### src/rtl/dep_pkg.sv
// rtl/dep_pkg.sv - shared widths, tag/address types and the tracker entry record
package dep_pkg;

    localparam int REG_W  = 32;
    localparam int ADDR_W = 5;
    localparam int ID_W   = 3;

    function automatic int depth_of(input int id_size);
        return 1 << id_size;
    endfunction

    localparam int DEPTH = depth_of(ID_W);

    typedef logic [ID_W-1:0]   tag_t;
    typedef logic [ADDR_W-1:0] addr_t;
    typedef logic [REG_W-1:0]  value_t;

    typedef struct packed {
        logic   valid;
        logic   done;
        addr_t  addr;
        value_t value;
    } entry_t;

endpackage

### src/rtl/dep_lookup.sv
// rtl/dep_lookup.sv - youngest-match search of one register address over the live window
module dep_lookup
    import dep_pkg::*;
#(
    parameter int REGISTER_SIZE    = REG_W,
    parameter int REG_ADDRESS_SIZE = ADDR_W,
    parameter int ID_SIZE          = ID_W
) (
    input  entry_t                      i_entries [2**ID_SIZE],
    input  logic [ID_SIZE-1:0]          i_head,
    input  logic [REG_ADDRESS_SIZE-1:0] i_rd_addr,
    output logic                        o_hit,
    output logic [ID_SIZE-1:0]          o_id,
    output logic                        o_done,
    output logic [REGISTER_SIZE-1:0]    o_value
);

    localparam int DEPTH_L = depth_of(ID_SIZE);

    logic [ID_SIZE-1:0] w_idx;

    // Walk oldest to youngest from head; a later hit overrides, so the youngest wins.
    always_comb begin
        o_hit   = 1'b0;
        o_id    = '0;
        o_done  = 1'b0;
        o_value = '0;
        w_idx   = '0;
        for (int k = 0; k < DEPTH_L; k++) begin
            w_idx = i_head + k[ID_SIZE-1:0];
            if (i_entries[w_idx].valid && (i_entries[w_idx].addr == i_rd_addr)
                && (i_rd_addr != '0)) begin
                o_hit   = 1'b1;
                o_id    = w_idx;
                o_done  = i_entries[w_idx].done;
                o_value = i_entries[w_idx].done ? i_entries[w_idx].value : '0;
            end
        end
    end

endmodule

### src/rtl/dep_tracker.sv
// rtl/dep_tracker.sv - in-order register dependency tracker; DEP_TRACKER_BYPASS_EN forwards same-cycle writebacks
module dep_tracker
    import dep_pkg::*;
#(
    parameter int REGISTER_SIZE    = REG_W,
    parameter int REG_ADDRESS_SIZE = ADDR_W,
    parameter int ID_SIZE          = ID_W,
    parameter int N_READ           = 2
) (
    input  logic                                     clk,
    input  logic                                     reset,
    input  logic                                     alloc_valid,
    input  logic [REG_ADDRESS_SIZE-1:0]              alloc_addr,
    output logic                                     alloc_ready,
    output logic [ID_SIZE-1:0]                       alloc_id,
    input  logic                                     wb_valid,
    input  logic [ID_SIZE-1:0]                       wb_id,
    input  logic [REGISTER_SIZE-1:0]                 wb_value,
    input  logic                                     commit_valid,
    output logic                                     commit_ready,
    output logic [REG_ADDRESS_SIZE-1:0]              commit_addr,
    output logic [REGISTER_SIZE-1:0]                 commit_value,
    input  logic                                     flush,
    input  logic [N_READ-1:0][REG_ADDRESS_SIZE-1:0]  rd_addr,
    output logic [N_READ-1:0]                        dependency,
    output logic [N_READ-1:0]                        resolved,
    output logic [N_READ-1:0][REGISTER_SIZE-1:0]     value,
    output logic [N_READ-1:0][ID_SIZE-1:0]           rd_id
);

    localparam int DEPTH_L = depth_of(ID_SIZE);

    entry_t               r_entries [DEPTH_L];
    logic [ID_SIZE-1:0]   r_head;
    logic [ID_SIZE-1:0]   r_tail;
    logic [ID_SIZE:0]     r_count;

    entry_t               w_head_entry;
    logic                 w_alloc;
    logic                 w_commit;

    logic [N_READ-1:0]                    w_hit;
    logic [N_READ-1:0]                    w_done;
    logic [N_READ-1:0][ID_SIZE-1:0]       w_id;
    logic [N_READ-1:0][REGISTER_SIZE-1:0] w_val;

    assign w_head_entry = r_entries[r_head];
    assign alloc_ready  = (r_count != (ID_SIZE+1)'(DEPTH_L));
    assign alloc_id     = r_tail;
    assign commit_ready = w_head_entry.valid & w_head_entry.done;
    assign commit_addr  = w_head_entry.addr;
    assign commit_value = w_head_entry.value;
    assign w_alloc      = alloc_valid & alloc_ready;
    assign w_commit     = commit_valid & commit_ready;

    // Update order matters: a commit of the written-back head clears it last.
    always_ff @(posedge clk) begin
        if (reset || flush) begin
            for (int i = 0; i < DEPTH_L; i++) begin
                r_entries[i] <= '0;
            end
            r_head  <= '0;
            r_tail  <= '0;
            r_count <= '0;
        end else begin
            if (wb_valid && r_entries[wb_id].valid) begin
                r_entries[wb_id].done  <= 1'b1;
                r_entries[wb_id].value <= wb_value;
            end
            if (w_commit) begin
                r_entries[r_head] <= '0;
                r_head            <= r_head + 1'b1;
            end
            if (w_alloc) begin
                r_entries[r_tail] <= '{valid: 1'b1, done: 1'b0, addr: alloc_addr, value: '0};
                r_tail            <= r_tail + 1'b1;
            end
            case ({w_alloc, w_commit})
                2'b10:   r_count <= r_count + 1'b1;
                2'b01:   r_count <= r_count - 1'b1;
                default: r_count <= r_count;
            endcase
        end
    end

    for (genvar p = 0; p < N_READ; p++) begin : g_lookup
        dep_lookup #(
            .REGISTER_SIZE    (REGISTER_SIZE),
            .REG_ADDRESS_SIZE (REG_ADDRESS_SIZE),
            .ID_SIZE          (ID_SIZE)
        ) u_lookup (
            .i_entries (r_entries),
            .i_head    (r_head),
            .i_rd_addr (rd_addr[p]),
            .o_hit     (w_hit[p]),
            .o_id      (w_id[p]),
            .o_done    (w_done[p]),
            .o_value   (w_val[p])
        );
    end

    always_comb begin
        dependency = w_hit;
        rd_id      = w_id;
        resolved   = w_done;
        value      = w_val;
`ifdef DEP_TRACKER_BYPASS_EN
        for (int p = 0; p < N_READ; p++) begin
            if (w_hit[p] && wb_valid && (wb_id == w_id[p])) begin
                resolved[p] = 1'b1;
                value[p]    = wb_value;
            end
        end
`endif
    end

endmodule

### config.mk
export PLATFORM = sky130hd
export DESIGN_NAME = dep_tracker
export DESIGN_NICKNAME = d
export VERILOG_FILES = /design/src/rtl/dep_pkg.sv /design/src/rtl/dep_lookup.sv /design/src/rtl/dep_tracker.sv
export SDC_FILE = /design/constraint.sdc
export NUM_CORES = 2
export LEC_CHECK = 0
export CORE_MARGIN = 1.5
export CORE_UTILIZATION = 40
export DETAILED_ROUTE_END_ITERATION = 6
export SLEW_MARGIN = 20
export SYNTH_ARGS = -nofsm -noshare
export SYNTH_HDL_FRONTEND = slang
export SYNTH_SLANG_ARGS = --single-unit
### constraint.sdc
create_clock -name clk -period 11.5 [get_ports clk]
set_input_delay 1.725 -clock clk [delete_from_list [all_inputs] [get_ports clk]]
set_output_delay 1.725 -clock clk [all_outputs]
set_load 0.02 [all_outputs]
---- Yosys cells after proc, flatten, opt, wreduce, memory -nomap -nowiden ----
Index checks and enable logic that the tools add are counted.
storage, ports and cells
  register bits after elaboration ......... 322
  bits of input ports ..................... 56
  output and inout bits ................... 116
  logic and storage cells ................. 248
cells by class
  multiplexer cells ....................... 116
  add/sub/neg operators ................... 10
  reduce and logical (&&, ||, !) cells .... 40
  equal/unequal tests ..................... 19
  bitwise operators ....................... 15
  $lt $le $gt $ge ......................... 13
operator list
  operator               count
  $mux W312              5
  $bmux W39 S3           9
  $bwmux W312            3
  $mux W32               25
  $mux W39               20
  $demux W39 S3          4
  $and A312 B312 Y312    1
  $not A312 Y312         1
  $eq A5 B5 Y1           16
  $mux W3                16
  $ge A4 B4 Y1 const B   10
  $not A3 Y4             10
  $mux W38               1
  $logic_and A1 B1 Y1    36
  $mux W1                32
  $add A3 B3 Y3 const B  4
  $lt A4 B1 Y1 const B   3
  $reduce_bool A5 Y1     2
  $pmux W4 S2            1
  $add A3 B1 Y3 const B  2
  $add A3 B2 Y3 const B  2
  $add A4 B1 Y4 const B  1
  $ne A4 B4 Y1 const B   1
  $sub A4 B1 Y4 const B  1
  5 further kinds        7

---- Longest topological paths before layout ----
  word-level depth ........................ 15
  gate-level depth with buffers ........... 22
  mapped depth without buffers ............ 11

---- Modules after synthesis ----
From an unflattened synthesis, not the netlist that was laid out.
unflattened totals
  cell total of the unflattened synthesis .. 4554
  area, all modules ....................... 43755.7 um2
by module, submodules not included
  module       sequential area each (um2)  cells an instance  instances  area an instance (um2)
  dep_lookup   0.0                         1420               2          14488.9
  dep_tracker  6446.2                      1714               1          14777.9

---- Worst setup path after synthesis ----
No wires, ideal clock.
  path kind ............................... reg-to-output
  start ................................... register r_head[1]
  end ..................................... output port value[27] (netlist name)
  data required time ...................... 9.775 ns
  buffers on the path ..................... 8
  cell stages (with the launch flop) ...... 19
  arrival ................................. 5.612 ns
  path slack .............................. 4.163 ns
  cells stage by stage .................... dfxtp_1 buf_2 buf_4 buf_2 buf_1 clkbuf_1 buf_1 inv_1 ha_1 buf_6 mux4_2 nand2b_1 mux4_2 or4_4 buf_2 or3_1 o311ai_1 a32oi_1 a211oi_1
RTL lines
  element                 line               source
  start, declared         dep_tracker.sv:34  logic [ID_SIZE-1:0] r_head;
  start signal, assigned  dep_tracker.sv:72  r_head <= r_head + 1'b1;
  end, declared           dep_tracker.sv:27  output logic [N_READ-1:0][REGISTER_SIZE-1:0] value,

==> summary.txt <==
hold crit path type - flip-flop to flip-flop
post-CTS setup buffers - 0
failing checks - design-rule violations
YS warnings - 0
die area - 78600 sq um
crit-path max cell delay - 1.18 ns
GP Congestion - 1.05
Max clock buf depth - 3
max-slew violation count - 0
Fin Setup TNS - 0 ns
Avg Inst Size Synth - 8.65 sq um
CTS buffer count - 39
Final ANT Viol Nets - 0
layout cells sized above 1 - 15.4%
# IOs - 172
Slew @ Worst Pin - 1.26 ns
Routed Wire Length - 137 mm
Final Non-Filler Cells - 4534
normalized max-slew margin - 15.9%
IO buf count - 171
chip height - 280 um
cell row count - 101
crit end category - output pin
Post-synth ARST share - 0%
count of cell types in the netlist - 85
htree depth - 2
Top FF cell, synth - dfxtp_1
upper clock frequency limit - 105 MHz
LEAKAGE - 0.0106 uW
Post-Syn Instances - 3556
initial cell density of the core - 40.4%
RSZ-0062 raised after global routing - false
register area - 6460 sq um
Initial DRC Count - 4880
routed vias/inst - 6.80
HPWL Detailed - 92.0 mm
largest net degree at the start of global routing - 124
clock sink total - 322
worst-path fanout max - 53
Reg clk slew, reported paths - 0.06 ns
Post-CTS Hold Fix Bufs - 0
worst skew pair latency - 0.59 ns
CTS tree - yes
Remaining Overflow, GRT - 0
core area - 76100 sq um
GRT Util Overall - 34.1%
Critical Path RT - 9.78 ns
number of flops mapped to enable cells by yosys - 0
synth-to-layout area growth - 11.4%
Seq/Total Area, Yosys - 21.0%
Die Wd - 280 um
Final Hold Viols - 0
TritonRoute pass-1 iters - 7
WS Path Type - flip-flop to output pin
Synthesized Nets - 3623
final net count - 3542
DR DRC count - 31
post-synthesis register bit count - 322
outcome - complete, but fails checks
Worst EP arrival - 7.80 ns
Fill cells - 7500
antenna violations before repair - 6
footprint of the multi-input gates - 22800 sq um
Post-Route Skew - 0.0304 ns
Placed Cells incl. Taps - 4464
Synth top area share - 23.8%
Final Setup Violations - 0
max_cap viols - 0
crit start category - flip-flop
Post-Syn Area - 30800 sq um
Final Cycle Share - 82.9%
drt wl/cell - 30.2 um
vias in the first global route - 27811
CP cell instances - inv_2 -> ha_4 -> mux4_2 -> mux2i_1 -> xnor2_1 -> nand4_1 -> nor2_2 -> a221oi_1 -> o32a_1 -> a211oi_1 -> clkdlybuf4s50_1
vias - 30828
clk root buf - clkbuf_16
first-pass GRT wire length - 199 mm
Power Density - 72.8 nW/um^2
cts repair resizes - 0
Yosys top cell by area - mux4_2
crit path time final - 9.53 ns
critical path's slowest cell - nor2_2
Synth area leaders - mux4_2 (24%), dfxtp_1 (21%), mux2i_1 (12%)
VDD IR max - 0.0000798 V
[report_power, final]
part / total (uW) / internal [uW] / switching, uW
Sequential: 1120 / 1120 / 3.15
Combinational: 144 / 41.8 / 102
Clock: 1230 / 717 / 514
[final cells by class]
cell class,instances,share of cell area [%]
inverters,46,0.504
clock inverters,15,0.485
clock buffers,52,3.11
well taps,1030,3.76
flip-flops and latches,322,18.8
repair buffers,244,6.63
multi-input cells,2822,66.7
diodes,3,0.0219
[state kept, by name (all words and copies together), names as in the netlist]
name and count:
r_head 3, alloc_id 3, r_count 4, r_entries 312
[cell usage in the layout, fill, tap and decap left out, types with 9 or more instances in the layout]
master / instances
nand3_1: 86
nor2_1: 425
xnor2_1: 39
and3_1: 23
and2_1: 16
clkbuf_1: 9
a211oi_1: 29
nor3_1: 54
or3_1: 30
a21o_1: 54
o221ai_1: 26
o211ai_1: 20
o31ai_1: 14
mux4_2: 325
clkbuf_16: 39
clkdlybuf4s50_1: 171
a211o_1: 11
nand2b_1: 15
buf_4: 72
or2_2: 13
o21ai_0: 51
a31oi_1: 26
xor2_1: 44
mux2i_1: 373
a221oi_1: 19
a22oi_1: 20
o2bb2ai_1: 11
o22ai_1: 40
nand4_1: 18
nand2_1: 586
inv_1: 40
a221o_1: 23
mux2_2: 19
a22o_1: 31
dfxtp_1: 319
a21oi_1: 187
o31a_1: 13
o21ai_1: 9
a31o_1: 11
[path summary, 6_finish.rpt]
| check | startpoint | endpoint | slack [ns] | cells after the start |
|---|---|---|---|---|
| hold reg to reg | r_entries[115]$_SDFF_PP0_ | r_entries[115]$_SDFF_PP0_ | 0.50 | 2 |
| setup reg to reg | r_head[1]$_SDFFE_PP0P_ | r_count[3]$_SDFFE_PP0P_ | 6.21 | 13 |
| hold / removal | r_entries[115]$_SDFF_PP0_ | r_entries[115]$_SDFF_PP0_ | 0.50 | 2 |
| setup / recovery | r_head[0]$_SDFFE_PP0P_ | value[9] | 1.97 | 11 |
[synthesized netlist by cell type (all sizes together), types with 13 or more instances]
cell type	number
o31a	13
a221o	23
inv	42
xor2	46
o211ai	20
a221oi	19
nor3	55
dfxtp	322
and2	18
xnor2	41
a22o	31
buf	145
nand2	588
o22ai	41
a211oi	32
mux2i	379
nand3	92
a21o	54
nand4	18
clkbuf	221
nand2b	15
a22oi	20
or3	31
mux4	325
o221ai	26
nor2	436
or2	19
o31ai	14
mux2	21
and3	23
o21ai	60
a21oi	187
a31oi	26
[through the flow]
step | total power, uW | cell area, sq um | hold slack, ns | utilization, % | worst slack, ns
after floorplan | 1220 | 30800 | 0.455 | - | 4.16
after global placement | 1280 | 33000 | 0.467 | 43.4 | 2.88
after detailed placement | 1280 | 33000 | 0.485 | 43.4 | 2.86
after CTS | 2510 | 34300 | 0.496 | 45.0 | 2.31
after global routing | 2560 | 34300 | 0.543 | 45.0 | 1.75
final | 2500 | 34300 | 0.499 | 45.1 | 1.97
[critical path, delay by kind of cell (launching register included)]
family	cells	cell delay, ns
and+or+nand+nor	2	1.90
buffers and inverters	2	1.31
AOI/OAI and AO/OA	3	1.08
adders and majority gates	1	0.92
muxes	2	0.92
DFF	1	0.85
xor gates and xnor gates	1	0.19
[per-layer routing]
| layer | share of wire [%] | vias up | track usage (%) |
|---|---|---|---|
| met3 | 13 | 445 | 10.3 |
| met1 | 40 | 15062 | 47.2 |
| met2 | 41 | 2260 | 48.6 |
| li1 | - | 13055 | - |
| met4 | 5.4 | 6 | 15.2 |
| met5 | 0.028 | - | 0 |
[cell families after synthesis]
logic type                 share of synthesized area (%)
AOI/OAI and AO/OA                                   15.4
xor gates and xnor gates                            2.53
muxes                                               36.9
adders and majority gates                          0.472
buffers and inverters                               5.64
DFF                                                 21.0
and+or+nand+nor                                     18.0
No activity file was read; power rests on OpenSTA's default activity.
==> edit (config.mk and constraints unchanged) <==
Build with the macro `DEP_TRACKER_BYPASS_EN` defined.
--- a/src/rtl/dep_tracker.sv
+++ b/src/rtl/dep_tracker.sv
@@ -1,2 +1,4 @@
 // rtl/dep_tracker.sv - in-order register dependency tracker; DEP_TRACKER_BYPASS_EN forwards same-cycle writebacks
+`define DEP_TRACKER_BYPASS_EN
+
 module dep_tracker
Check against the original RTL: not settled (the Yosys comparison gave no result); the edit may change what the design does.
==> edit against the unedited design <==
Power is 7.9% higher; sequential power hardly changed; first-iteration DRC count is 12% lower; sequential cell count stayed put; worst setup slack better by 0.084 ns; routed wire length is 6.3% lower; synthesized area is 2.6% lower; critical endpoint is now value[45]; die area is 2.5% lower; via count is 0.49% higher; count of clock-buffer cells in the layout is 3 lower; final area is 2.1% lower.
==> edit: results (changes against the unedited design) <==
multi_input_area_um2: 22000  # was 22,800 um^2
use_met3: 0.0746  # was 0.103
fillers: 7353  # was 7,500
top_layer: "met5"  # unchanged
hpwl_um: 78400  # was 92,000 um
wl_met1_um: 50200  # was 54,800 um
synth_area_leaders: "mux4_2 23%, dfxtp_1 22%, nand2_1 15%"  # was mux4_2 24%, dfxtp_1 21%, mux2i_1 12%
gr-usage-met2: 0.494  # was 0.486
wl_per_cell_um: 27.5  # was 30.2 um
arrival_ns: 7.72  # was 7.80 ns
inv_count: 58  # was 46
ys_seq_area_frac: 0.215  # was 0.210
dpl_cell_area_um2: 32100  # was 33,000 um^2
grt_pass1_wl_um: 189000  # was 199,000 um
grt_use_met1: 0.437  # was 0.472
buf_share: 0.0659  # was 0.0663
p_leak_nw: 11.0  # was 10.6 nW
cp_top_family: "buffers and inverters"  # was simple AND/OR/NAND/NOR gates
hp-start: "r_entries[162]$_SDFF_PP0_"  # was r_entries[115]$_SDFF_PP0_
antenna_found_initial: 2  # was 6
max_slew_margin: 0.169  # was 0.159
period_needed_ns: 9.44  # was 9.53 ns
clk_share: 0.0434  # was 0.0359
nNetsFinal: 3725  # was 3,542
r2r_setup_slack_ns: 6.20  # was 6.21 ns
syn_nets: 3844  # was 3,623
nClkBuffers: 49  # was 52
nNonClkBuffers: 231  # was 244
num-multi-input-gates: 3004  # was 2,822
outcome: "complete, no violations"  # was finished, violations left
worst_path_largest_cell_delay_ns: 0.79  # was 1.18 ns
synth_cell_types: 70  # was 85
gp_congestion: 0.973  # was 1.05
seq_share: 0.192  # was 0.188
cts_made_buffers: 41  # was 39
grt_pass1_vias: 28300  # was 27,800
whs_ns: 0.496  # was 0.499 ns
grt.total_usage: 0.325  # was 0.341
drt_pass1_iterations: 6  # was 7
max-vdd-ir-drop_mv: 0.0939  # was 0.0798 mV
layout-drive-gt1-share: 0.139  # was 0.154
wl_met3_um: 15700  # was 18,000 um
drt_iter0_drc: 4309  # was 4,880
skew_ns: 0.0285  # was 0.0304 ns
edit: changes by cell type after synthesis, sizes merged, moves of 41 or more:
cell    change
a21o       -46
a21oi     +268
clkbuf     +50
mux2       +43
mux2i     -237
nand2     +583
nand3      -64
nor2      -295
nor3       -41
o211ai     +49
o21ai      +59
o221ai     +42
edit: cell families after synthesis:
family	share of synthesized area
adders and majority gates	0.00484
AOI/OAI and AO/OA	0.193
and+or+nand+nor	0.194
muxes	0.306
buffers and inverters	0.0604
DFF	0.215
xor gates and xnor gates	0.0272
edit: power by group:
group,internal [W],total (W),switching (W)
combinational,0.0000423,0.000141,0.0000988
sequential,0.00112,0.00112,0.00000309
clock,0.000865,0.00143,0.000566
edit: through the flow:
stage	cells	util	power [W]
after detailed placement	4581	0.431	0.00128
after global placement	4580	0.431	0.00128
after CTS	4651	0.451	0.00270
final	4657	0.452	0.00269
after global routing	4655	0.452	0.00275
after floorplan	3777	-	0.00122
